$ cat src/rtl/ahb_lite_master_if.sv
// Local command/data handshake plus AHB-lite bus signals of the single-master AHB-lite master.
interface ahb_lite_master_if;
    logic        cmd_valid;
    logic        cmd_ready;
    logic        cmd_write;
    logic [31:0] cmd_addr;
    logic [2:0]  cmd_size;
    logic [2:0]  cmd_burst;
    logic [4:0]  cmd_len;
    logic [31:0] wr_data;
    logic        wr_pop;
    logic        rd_valid;
    logic [31:0] rd_data;
    logic        cmd_done;
    logic        cmd_err;
    logic [31:0] Haddr;
    logic [1:0]  Htrans;
    logic        Hwrite;
    logic [2:0]  Hsize;
    logic [2:0]  Hburst;
    logic [3:0]  Hprot;
    logic        Hmastlock;
    logic [31:0] Hwdata;
    logic        Hready;
    logic        Hresp;
    logic [31:0] Hrdata;

    modport master (
        input  cmd_valid, cmd_write, cmd_addr, cmd_size, cmd_burst, cmd_len, wr_data,
               Hready, Hresp, Hrdata,
        output cmd_ready, wr_pop, rd_valid, rd_data, cmd_done, cmd_err,
               Haddr, Htrans, Hwrite, Hsize, Hburst, Hprot, Hmastlock, Hwdata
    );

    modport slave (
        output cmd_valid, cmd_write, cmd_addr, cmd_size, cmd_burst, cmd_len, wr_data,
               Hready, Hresp, Hrdata,
        input  cmd_ready, wr_pop, rd_valid, rd_data, cmd_done, cmd_err,
               Haddr, Htrans, Hwrite, Hsize, Hburst, Hprot, Hmastlock, Hwdata
    );
endinterface

$ cat src/rtl/ahb_lite_master.sv
// AHB-lite bus master: turns one local command into a pipelined burst, handling
// wait states, the two-cycle ERROR response and INCR 1KB boundary splitting.
module ahb_lite_master #(
    parameter int unsigned MAX_LEN   = 16,
    parameter logic [3:0]  HPROT_VAL = 4'b0011
) (
    input  logic              Hclk,
    input  logic              Hreset,
    ahb_lite_master_if.master bus
);
    localparam int unsigned AW = 32;
    localparam int unsigned LW = 5;
    localparam logic [1:0]  TR_IDLE   = 2'b00;
    localparam logic [1:0]  TR_NONSEQ = 2'b10;
    localparam logic [1:0]  TR_SEQ    = 2'b11;
    localparam logic [2:0]  BU_INCR   = 3'b001;

    typedef enum logic [1:0] {S_IDLE, S_ADDR, S_LAST, S_ERR} state_e;

    state_e          state_q, state_d;
    logic [AW-1:0]   haddr_q, haddr_d, hwdata_q, hwdata_d, rd_data_q, rd_data_d;
    logic [1:0]      htrans_q, htrans_d;
    logic            hwrite_q, hwrite_d;
    logic [2:0]      hsize_q, hsize_d, hburst_q, hburst_d;
    logic [LW-1:0]   remain_q, remain_d;
    logic            dphase_q, dphase_d, dwrite_q, dwrite_d;
    logic            cmd_ready_q, cmd_ready_d, rd_valid_q, rd_valid_d;
    logic            cmd_done_q, cmd_done_d, cmd_err_q, cmd_err_d;

    logic [LW-1:0]   cmd_beats_c;
    logic [AW-1:0]   bytes_c, wrap_mask_c, incr_addr_c, next_addr_c, cmd_mask_c;
    logic            is_wrap_c, in_burst_c, addr_go_c, err_first_c, wr_pop_c, rd_beat_c;

    // Beat count of the incoming command
    always_comb begin
        cmd_beats_c = LW'(16);
        case (bus.cmd_burst)
            3'b000:         cmd_beats_c = LW'(1);
            3'b001: begin
                if (bus.cmd_len == '0)                     cmd_beats_c = LW'(1);
                else if (32'(bus.cmd_len) > MAX_LEN)       cmd_beats_c = LW'(MAX_LEN);
                else                                       cmd_beats_c = bus.cmd_len;
            end
            3'b010, 3'b011: cmd_beats_c = LW'(4);
            3'b100, 3'b101: cmd_beats_c = LW'(8);
            default:        cmd_beats_c = LW'(16);
        endcase
    end

    // Next beat address; WRAP bursts wrap inside a beats*bytes aligned window
    always_comb begin
        cmd_mask_c  = (AW'(1) << bus.cmd_size) - AW'(1);
        bytes_c     = AW'(1) << hsize_q;
        incr_addr_c = haddr_q + bytes_c;
        is_wrap_c   = (hburst_q == 3'b010) || (hburst_q == 3'b100) || (hburst_q == 3'b110);
        wrap_mask_c = (bytes_c << (3'(hburst_q[2:1]) + 3'd1)) - AW'(1);
        next_addr_c = is_wrap_c ? ((haddr_q & ~wrap_mask_c) | (incr_addr_c & wrap_mask_c))
                                : incr_addr_c;
    end

    assign in_burst_c  = (state_q == S_ADDR) || (state_q == S_LAST);
    assign addr_go_c   = (state_q == S_ADDR) && bus.Hready;
    assign err_first_c = in_burst_c && dphase_q && bus.Hresp && !bus.Hready;
    assign wr_pop_c    = addr_go_c && hwrite_q;
    assign rd_beat_c   = in_burst_c && dphase_q && !dwrite_q && bus.Hready && !bus.Hresp;

    always_comb begin
        state_d     = state_q;
        haddr_d     = haddr_q;
        htrans_d    = htrans_q;
        hwrite_d    = hwrite_q;
        hsize_d     = hsize_q;
        hburst_d    = hburst_q;
        hwdata_d    = hwdata_q;
        remain_d    = remain_q;
        dphase_d    = dphase_q;
        dwrite_d    = dwrite_q;
        rd_data_d   = rd_data_q;
        rd_valid_d  = 1'b0;
        cmd_done_d  = 1'b0;
        cmd_err_d   = 1'b0;
        cmd_ready_d = 1'b0;

        if (rd_beat_c) begin
            rd_valid_d = 1'b1;
            rd_data_d  = bus.Hrdata;
        end
        if (wr_pop_c) begin
            hwdata_d = bus.wr_data;
        end

        case (state_q)
            S_IDLE: begin
                if (bus.cmd_valid && cmd_ready_q) begin
                    state_d  = S_ADDR;
                    haddr_d  = bus.cmd_addr & ~cmd_mask_c;
                    htrans_d = TR_NONSEQ;
                    hwrite_d = bus.cmd_write;
                    hsize_d  = bus.cmd_size;
                    hburst_d = bus.cmd_burst;
                    remain_d = cmd_beats_c - LW'(1);
                    dphase_d = 1'b0;
                end
            end
            S_ADDR: begin
                if (err_first_c) begin
                    htrans_d = TR_IDLE;
                    state_d  = S_ERR;
                end else if (bus.Hready) begin
                    dphase_d = 1'b1;
                    dwrite_d = hwrite_q;
                    if (remain_q != '0) begin
                        haddr_d  = next_addr_c;
                        remain_d = remain_q - LW'(1);
                        // Undefined-length INCR restarts with NONSEQ at each 1KB boundary
                        htrans_d = ((hburst_q == BU_INCR) && (next_addr_c[9:0] == 10'd0))
                                   ? TR_NONSEQ : TR_SEQ;
                    end else begin
                        htrans_d = TR_IDLE;
                        state_d  = S_LAST;
                    end
                end
            end
            S_LAST: begin
                if (err_first_c) begin
                    state_d = S_ERR;
                end else if (bus.Hready) begin
                    dphase_d   = 1'b0;
                    cmd_done_d = 1'b1;
                    state_d    = S_IDLE;
                end
            end
            S_ERR: begin
                if (bus.Hready) begin
                    dphase_d   = 1'b0;
                    cmd_done_d = 1'b1;
                    cmd_err_d  = 1'b1;
                    state_d    = S_IDLE;
                end
            end
            default: state_d = S_IDLE;
        endcase

        // Ready only from the cycle after cmd_done
        cmd_ready_d = (state_d == S_IDLE) && !cmd_done_d;
    end

    always_ff @(posedge Hclk or posedge Hreset) begin
        if (Hreset) begin
            state_q     <= S_IDLE;
            haddr_q     <= '0;
            htrans_q    <= TR_IDLE;
            hwrite_q    <= 1'b0;
            hsize_q     <= 3'b010;
            hburst_q    <= 3'b000;
            hwdata_q    <= '0;
            remain_q    <= '0;
            dphase_q    <= 1'b0;
            dwrite_q    <= 1'b0;
            rd_data_q   <= '0;
            rd_valid_q  <= 1'b0;
            cmd_done_q  <= 1'b0;
            cmd_err_q   <= 1'b0;
            cmd_ready_q <= 1'b0;
        end else begin
            state_q     <= state_d;
            haddr_q     <= haddr_d;
            htrans_q    <= htrans_d;
            hwrite_q    <= hwrite_d;
            hsize_q     <= hsize_d;
            hburst_q    <= hburst_d;
            hwdata_q    <= hwdata_d;
            remain_q    <= remain_d;
            dphase_q    <= dphase_d;
            dwrite_q    <= dwrite_d;
            rd_data_q   <= rd_data_d;
            rd_valid_q  <= rd_valid_d;
            cmd_done_q  <= cmd_done_d;
            cmd_err_q   <= cmd_err_d;
            cmd_ready_q <= cmd_ready_d;
        end
    end

    assign bus.cmd_ready = cmd_ready_q;
    assign bus.wr_pop    = wr_pop_c;
    assign bus.rd_valid  = rd_valid_q;
    assign bus.rd_data   = rd_data_q;
    assign bus.cmd_done  = cmd_done_q;
    assign bus.cmd_err   = cmd_err_q;
    assign bus.Haddr     = haddr_q;
    assign bus.Htrans    = htrans_q;
    assign bus.Hwrite    = hwrite_q;
    assign bus.Hsize     = hsize_q;
    assign bus.Hburst    = hburst_q;
    assign bus.Hprot     = HPROT_VAL;
    assign bus.Hmastlock = 1'b0;
    assign bus.Hwdata    = hwdata_q;
endmodule

$ cat src/flat_wrapper.sv
// flat-port wrapper written by rule: the top's interface ports become plain ports
module ahb_lite_master_flat 
#(
    parameter int unsigned MAX_LEN   = 16,
    parameter logic [3:0]  HPROT_VAL = 4'b0011
)
  (Hclk, Hreset, bus_cmd_valid, bus_cmd_write, bus_cmd_addr, bus_cmd_size, bus_cmd_burst, bus_cmd_len, bus_wr_data, bus_Hready, bus_Hresp, bus_Hrdata, bus_cmd_ready, bus_wr_pop, bus_rd_valid, bus_rd_data, bus_cmd_done, bus_cmd_err, bus_Haddr, bus_Htrans, bus_Hwrite, bus_Hsize, bus_Hburst, bus_Hprot, bus_Hmastlock, bus_Hwdata);
  ahb_lite_master_if bus_i ();
  input  logic Hclk;
  input  logic Hreset;
  input wire logic [$bits(bus_i.cmd_valid)-1:0] bus_cmd_valid;
  input wire logic [$bits(bus_i.cmd_write)-1:0] bus_cmd_write;
  input wire logic [$bits(bus_i.cmd_addr)-1:0] bus_cmd_addr;
  input wire logic [$bits(bus_i.cmd_size)-1:0] bus_cmd_size;
  input wire logic [$bits(bus_i.cmd_burst)-1:0] bus_cmd_burst;
  input wire logic [$bits(bus_i.cmd_len)-1:0] bus_cmd_len;
  input wire logic [$bits(bus_i.wr_data)-1:0] bus_wr_data;
  input wire logic [$bits(bus_i.Hready)-1:0] bus_Hready;
  input wire logic [$bits(bus_i.Hresp)-1:0] bus_Hresp;
  input wire logic [$bits(bus_i.Hrdata)-1:0] bus_Hrdata;
  output wire logic [$bits(bus_i.cmd_ready)-1:0] bus_cmd_ready;
  output wire logic [$bits(bus_i.wr_pop)-1:0] bus_wr_pop;
  output wire logic [$bits(bus_i.rd_valid)-1:0] bus_rd_valid;
  output wire logic [$bits(bus_i.rd_data)-1:0] bus_rd_data;
  output wire logic [$bits(bus_i.cmd_done)-1:0] bus_cmd_done;
  output wire logic [$bits(bus_i.cmd_err)-1:0] bus_cmd_err;
  output wire logic [$bits(bus_i.Haddr)-1:0] bus_Haddr;
  output wire logic [$bits(bus_i.Htrans)-1:0] bus_Htrans;
  output wire logic [$bits(bus_i.Hwrite)-1:0] bus_Hwrite;
  output wire logic [$bits(bus_i.Hsize)-1:0] bus_Hsize;
  output wire logic [$bits(bus_i.Hburst)-1:0] bus_Hburst;
  output wire logic [$bits(bus_i.Hprot)-1:0] bus_Hprot;
  output wire logic [$bits(bus_i.Hmastlock)-1:0] bus_Hmastlock;
  output wire logic [$bits(bus_i.Hwdata)-1:0] bus_Hwdata;
  assign bus_i.cmd_valid = bus_cmd_valid;
  assign bus_i.cmd_write = bus_cmd_write;
  assign bus_i.cmd_addr = bus_cmd_addr;
  assign bus_i.cmd_size = bus_cmd_size;
  assign bus_i.cmd_burst = bus_cmd_burst;
  assign bus_i.cmd_len = bus_cmd_len;
  assign bus_i.wr_data = bus_wr_data;
  assign bus_i.Hready = bus_Hready;
  assign bus_i.Hresp = bus_Hresp;
  assign bus_i.Hrdata = bus_Hrdata;
  assign bus_cmd_ready = bus_i.cmd_ready;
  assign bus_wr_pop = bus_i.wr_pop;
  assign bus_rd_valid = bus_i.rd_valid;
  assign bus_rd_data = bus_i.rd_data;
  assign bus_cmd_done = bus_i.cmd_done;
  assign bus_cmd_err = bus_i.cmd_err;
  assign bus_Haddr = bus_i.Haddr;
  assign bus_Htrans = bus_i.Htrans;
  assign bus_Hwrite = bus_i.Hwrite;
  assign bus_Hsize = bus_i.Hsize;
  assign bus_Hburst = bus_i.Hburst;
  assign bus_Hprot = bus_i.Hprot;
  assign bus_Hmastlock = bus_i.Hmastlock;
  assign bus_Hwdata = bus_i.Hwdata;
  ahb_lite_master #(.MAX_LEN(MAX_LEN), .HPROT_VAL(HPROT_VAL)) u_core (.Hclk(Hclk), .Hreset(Hreset), .bus(bus_i));
endmodule
$ cat config.mk
export PLATFORM = sky130hd
export DESIGN_NAME = ahb_lite_master_flat
export DESIGN_NICKNAME = d
export VERILOG_FILES = /design/src/rtl/ahb_lite_master_if.sv /design/src/rtl/ahb_lite_master.sv /design/src/flat_wrapper.sv
export SDC_FILE = /design/constraint.sdc
export NUM_CORES = 1
export LEC_CHECK = 0
export CAP_MARGIN = 10
export CORE_MARGIN = 3
export CORE_UTILIZATION = 35
export CTS_CLUSTER_SIZE = 14
export DETAILED_ROUTE_END_ITERATION = 8
export PLACE_DENSITY = 0.68
export SYNTH_ARGS = -nofsm -noshare
export SYNTH_HDL_FRONTEND = slang
export SYNTH_SLANG_ARGS = --single-unit
$ cat constraint.sdc
create_clock -name Hclk -period 4.5 [get_ports Hclk]
set_clock_uncertainty 0.2 [all_clocks]
set_input_delay 0.675 -clock Hclk [delete_from_list [all_inputs] [get_ports Hclk]]
set_output_delay 0.675 -clock Hclk [all_outputs]
set_load 0.005 [all_outputs]
==> results by group, run 1 <==
Synthesis
  – Top cells by count, synth: 117 x dfrtp_1, 74 x mux2_2, 59 x o21ai_0
  – Post-synth top area share: 43.5%
  – Leading register cell type out of synthesis: dfrtp_1
  – Synth warn: 0
  – Sequential-to-total area share from yosys stat: 43.9%
  – Most frequent cell after synthesis: dfrtp_1
  – Async SR Flop Fraction: 100%
  – Dominant cells by area after synthesis: dfrtp_1 44%, mux2_2 12%, o21ai_0 4.4%
  – Syn Inst Count: 694
  – Top cell type by total area after synthesis: dfrtp_1
  – Synthesized area: 6720 um^2
  – Number of flops mapped to enable cells by yosys: 0
  – #FFs+latches synth: 118
  – Post-Syn Area per Cell: 9.69 um^2
  – Synth unique cells: 78

Timing
  – Setup tns final: 0 ns
  – Slew Limit Fails: 0
  – Final hold violations: 0
  – Fmax: 269 MHz
  – Final period utilization: 82.6%
  – Unrepaired setup endpoints after global routing: false
  – Final count of negative-setup-slack endpoints: 0
  – Slew @ Worst Pin: 1.09 ns
  – Slew margin rel.: 27.4%
  – Tmin final: 3.72 ns

Placed design
  – Post-detail-place hpwl: 15400 um
  – Cells after DPL: 1120
  – Post-Place Cell Area: 9120 um^2
  – IO buf count: 222
  – Global placer's final weighted congestion: 0.850

Setup path
  – Worst path required time: 4.57 ns
  – CP endpoint kind: flip-flop
  – Startpoint Class: flip-flop
  – Setup CP Type: reg2reg
  – Worst EP arrival: 3.79 ns
  – Critical path peak fanout: 21
  – Worst R2R Setup Slack: 0.78 ns
  – Setup crit start: u_core.bus.Hsize[0]
  – RR Startpoint: u_core.bus.Hsize[0]
  – R2r worst-path depth: 12

Floorplanning
  – Placeable Area: 18800 um^2
  – Die height: 145 um
  – Die area: 20900 um^2
  – Starting Density: 35.8%
  – Row count: 50
  – Io pins: 228
  – Die width: 145 um

Cells and area
  – Ant diodes: 0
  – Final Instance Area: 9690 um^2
  – Area Overhead vs Synth: 44.2%
  – Nets@finish: 1034
  – Share of cells above drive strength 1: 14.6%
  – Non-Filler Instances: 1152

Status
  – Status: complete, no violations

Job
  – Max-cap violations: 0

Clock tree
  – Max Root-Sink Buffers: 2
  – Worst-path clk slew: 0.06 ns
  – Number of CTS-inserted buffers: 17
  – Post_cts resized: 0
  – Root Driver: clkbuf_16
  – CTS Sinks: 118
  – Clk_lat worst skew: 0.42 ns
  – Post-CTS Hold Buffers: 0
  – CTS tree: done
  – Post-CTS setup buffers: 0
  – H-tree levels: 4

Detailed routing
  – DR WL/cell: 18.1 um
  – Routed WL: 20800 um
  – Via Count: 6256
  – Via/cell ratio: 5.43
  – Post-route ant nets: 0
  – Initial drt markers: 445
  – Drt pass-1 iters: 7
  – Post-route DRC: 0

Global routing
  – Vias in the first global route: 6326
  – Total grt overflow: 0
  – Total Routing Usage GR: 20.1%
  – First-pass GRT wire length: 32900 um
  – Largest net degree at the start of global routing: 70
  – Initial antenna violation count: 0

Power
  – LEAKAGE: 3.96 nW
  – Pwr dens: 758 nW/um^2
  – VDD IR max: 0.000455 V

Min path
  – Hold/Removal Path Class: reg2reg
==> how the worst min path moves through the flow <==
stage | cells after the start | end | from | slack [ns]
finish | 1 | u_core.bus.Htrans[1] | u_core.bus.Htrans[1] | 0.28
CTS | 1 | u_core.bus.Htrans[1] | u_core.bus.Htrans[1] | 0.29
floorplan | 2 | u_core.dwrite_q | u_core.dwrite_q | 0.25
global placement | 1 | u_core.bus.Htrans[1] | u_core.bus.Htrans[1] | 0.27
detailed placement | 1 | u_core.bus.Htrans[1] | u_core.bus.Htrans[1] | 0.27
global route | 1 | u_core.bus.Hwdata[18] | u_core.bus.Hwdata[18] | 0.32
==> final cells by class <==
class	count	area, um^2
clock buffers	18	429
multi-input cells	518	3500
inverters	20	77.6
repair buffers	230	2290
well taps	234	293
clock inverters	14	141
fillers	1710	9070
flip-flops and latches	118	2950
==> per-stage QoR <==
step	setup WS (ns)	power, mW	hold WS (ns)	utilization (%)
5_1_grt	0.405	7.94	0.323	51.6
3_3_place_gp	0.934	5.99	0.269	48.6
2_1_floorplan	0.498	4.30	0.247	-
6_report	0.783	7.35	0.281	51.6
4_1_cts	0.841	7.41	0.287	51.6
3_5_place_dp	0.844	6.03	0.272	48.6
==> report_power, final <==
part           switching, mW  internal [mW]  leakage [nW]  total [mW]
sequential             0.505           1.59          1.43        2.10
clock                  0.553          0.774         0.272        1.33
combinational           1.92           2.00          2.25        3.93
total                   2.98           4.37          3.96        7.35
==> placed cells by master (no fill, tap or decap), drive strengths merged, types with 25 or more instances in the layout <==
cell           count
o21ai             69
mux2              74
nand2             57
nand3             26
dfrtp            117
clkdlybuf4s50    222
a21oi             55
nor2              45
inv               25
==> kinds of logic (layout without fill, tap and decap cells) <==
group | count (synthesis) | in the layout | share of synthesized area (%)
other | 2 | 5 | 0.112
multiplexers | 76 | 76 | 12.7
AO/OA/AOI/OAI | 192 | 192 | 17.7
adder cells (fa/ha/maj) | 16 | 16 | 2.98
flip-flops | 118 | 118 | 43.9
XOR/XNOR | 21 | 21 | 2.74
buffers and inverters | 61 | 282 | 4.28
AND/OR/NAND/NOR | 208 | 208 | 15.6
==> worst max-delay path, stage by stage (launching register included) <==
cell and delay, ns:
dfrtp_1 0.72, inv_1 0.30, nor3_1 0.29, xor2_1 0.10, ha_1 0.25, or3_2 0.42, o2111ai_1 0.13, nand3_1 0.14
a41o_1 0.32, and2_1 0.27, nand2b_2 0.15, a2bb2oi_1 0.17, o21ai_0 0.09
==> metal layers <==
metal / global-route usage [%] / vias to the layer above / wire [um]
li1: - / 2943 / -
met3: 8.63 / 25 / 2070
met1: 25.5 / 3020 / 8730
met4: 5.55 / 0 / 291
met5: 0 / - / 0
met2: 31.4 / 268 / 9740
(Power assumes the default switching activity.)
==> run 2: changes to the inputs <==
Clock period 4.5 ns to 3.65 ns, I/O delays scaled along.
==> run 2 against run 1 <==
Register-to-register slack worse by 0.48 ns. Highest routed layer unchanged. Final cell count is 1.1% higher. Fmax is 11% higher. Hold slack got worse by 0.0025 ns.
==> results by group, run 2 (synthesis gave the netlist of run 1 again) <==
Floorplanning
  – Starting Density: 35.8% (unchanged)
  – Placeable Area: 18800 um^2 (unchanged)
  – Die area: 20900 um^2 (unchanged)
  – Row count: 50 (unchanged)
  – Io pins: 228 (unchanged)
  – Die width: 145 um (unchanged)
  – Die height: 145 um (unchanged)

Placed design
  – Cells after DPL: 1133 (+1.2%)
  – Global placer's final weighted congestion: 0.918 (+8.0%)
  – IO buf count: 222 (unchanged)
  – Post-detail-place hpwl: 15700 um (+1.9%)

Setup path
  – CP endpoint kind: flip-flop
  – Startpoint Class: flip-flop
  – Worst R2R Setup Slack: 0.30 ns (-0.48 ns)
  – Worst path required time: 3.79 ns (-0.78 ns)
  – Worst EP arrival: 3.49 ns (-0.30 ns)
  – RR Startpoint: u_core.bus.Hsize[0]
  – Critical path peak fanout: 12 (-43%)
  – R2r worst-path depth: 11 (-1)
  – Setup CP Type: reg2reg

Detailed routing
  – Via/cell ratio: 5.33 (-1.9%)
  – Initial drt markers: 321 (-28%)
  – Routed WL: 20900 um (+0.29%)
  – Post-route ant nets: 0 (unchanged)
  – Via Count: 6208 (-0.77%)
  – Post-route DRC: 0 (unchanged)
  – DR WL/cell: 17.9 um (-0.83%)
  – Drt pass-1 iters: 5 (-2)

Clock tree
  – Worst-path clk slew: 0.06 ns (about the same)
  – CTS Sinks: 118 (unchanged)
  – H-tree levels: 4 (unchanged)
  – CTS tree: done
  – Post-CTS setup buffers: 0 (unchanged)
  – Root Driver: clkbuf_16
  – Max Root-Sink Buffers: 2 (unchanged)
  – Post-CTS Hold Buffers: 0 (unchanged)
  – Number of CTS-inserted buffers: 17 (unchanged)
  – Clk_lat worst skew: 0.42 ns (about the same)
  – Post_cts resized: 0 (unchanged)

Min path
  – Worst Hold End: u_core.bus.Htrans[1]
  – Hold Path Origin: u_core.bus.Htrans[1]
  – Hold path depth: 1 (unchanged)
  – Hold/Removal Path Class: reg2reg

Cells and area
  – Ant diodes: 0 (unchanged)
  – Most common cell after layout, fill and taps aside: clkdlybuf4s50_1
  – Area Overhead vs Synth: 46.4%
  – Nets@finish: 1047 (+1.3%)
  – Most frequent cells in the layout: 222 x clkdlybuf4s50_1, 117 x dfrtp_1, 74 x mux2_2
  – Non-Filler Instances: 1165 (+1.1%)
  – Fillers: 1705 (-0.29%)
  – Share of cells above drive strength 1: 15.8% (+1.2 points)

Global routing
  – Vias in the first global route: 6111 (-3.4%)
  – Total grt overflow: 0 (unchanged)
  – Total Routing Usage GR: 20.0% (-0.045 points)
  – Initial antenna violation count: 0 (unchanged)
  – First-pass GRT wire length: 32900 um (+0.13%)
  – Largest net degree at the start of global routing: 71 (+1.4%)

Timing
  – Slew margin rel.: 49.4% (+22 points)
  – Final count of negative-setup-slack endpoints: 0 (unchanged)
  – Unrepaired setup endpoints after global routing: false
  – Final period utilization: 91.8% (+9.2 points)
  – Final hold violations: 0 (unchanged)
  – Slew Limit Fails: 0 (unchanged)
  – Fmax: 299 MHz (+11%)
  – Setup tns final: 0 ns (unchanged)
  – Slew @ Worst Pin: 0.754 ns (-0.336 ns)
  – Tmin final: 3.35 ns (-0.368 ns)

Power
  – Net Switching: 3.68 mW (+23%)
  – Pwr dens: 946 nW/um^2 (+25%)
  – Clock Power Share: 19.1% (+1.0 points)
  – Sequential power share: 26.9% (-1.6 points)
  – LEAKAGE: 4.05 nW (+2.3%)
  – Gate power share: 54.0% (+0.6 points)
  – Internal power: 5.63 mW (+29%)
  – Sw Ratio: 39.5% (-1.1 points)
  – VDD IR max: 0.000477 V (+4.8%)

Job
  – Max-cap violations: 0 (unchanged)

Status
  – Status: complete, no violations
==> run 2: cell types whose count changed in the layout (fill, tap and decap cells not counted), sizes merged <==
cell	before	now
bufinv	1	3
clkinvlp	3	1
buf	8	21
inv	25	23
clkinv	5	7
==> run 2: worst max path at each step <==
stage | depth (start not counted) | slack [ns] | from | end
global route | 11 | 0.02 | u_core.bus.Hsize[0] | flip-flop
floorplan | 14 | 0.31 | u_core.bus.Hsize[1] | flip-flop
detailed placement | 11 | 0.31 | u_core.bus.Hsize[0] | flip-flop
global placement | 12 | 0.47 | u_core.bus.Hburst[2] | u_core.bus.Htrans[0]
CTS | 11 | 0.29 | u_core.bus.Hsize[0] | flip-flop
finish | 11 | 0.30 | u_core.bus.Hsize[0] | flip-flop
==> run 2: per-layer routing <==
metal / GRT usage, % / wire [um] / vias up
li1: - / - / 2970
met1: 25.8 / 8950 / 2986
met2: 32.1 / 9810 / 239
met3: 7.64 / 1920 / 13
met5: 0 / 0 / -
met4: 4.52 / 215 / 0
==> run 2: metrics by stage <==
stage | total power, mW | area [um^2] | util, % | setup slack (ns) | hold WS, ns
floorplan | 5.30 | 6740 | - | 0.305 | 0.247
global placement | 7.49 | 9220 | 49.1 | 0.466 | 0.263
detailed placement | 7.53 | 9220 | 49.1 | 0.309 | 0.267
CTS | 9.38 | 9840 | 52.4 | 0.288 | 0.285
global route | 10.0 | 9840 | 52.4 | 0.0208 | 0.323
finish | 9.31 | 9840 | 52.4 | 0.301 | 0.279
==> run 2: power groups by stage <==
stage / logic (mW) / clock network [mW] / registers, mW
2_1_floorplan: 2.85 / 0 / 2.44
3_5_place_dp: 5.02 / 0 / 2.52
6_report: 5.03 / 1.78 / 2.50
4_1_cts: 5.06 / 1.82 / 2.51
5_1_grt: 5.56 / 1.88 / 2.60
3_3_place_gp: 4.99 / 0 / 2.50
==> run 2: critical path, cell delays in order, from the launching register on <==
cell and delay (ns):
dfrtp_1 0.49, nor3_1 0.36, ha_1 0.30, ha_1 0.26, or3_2 0.14, o2111ai_1 0.13
nand3_1 0.14, a41o_1 0.31, and2_1 0.34, nand2b_2 0.14, o32a_1 0.34, o21ai_0 0.13
==> run 2: final cells by class <==
cell class,count,area (um^2),share of cell area (%)
Multi-Input combinational cell,518,3500,35.6
Clock buffer,18,429,4.36
Inverter,20,78.8,0.801
Tap cell,234,293,2.97
Clock inverter,14,191,1.95
Sequential cell,118,2950,30.0
Timing Repair Buffer,243,2390,24.3
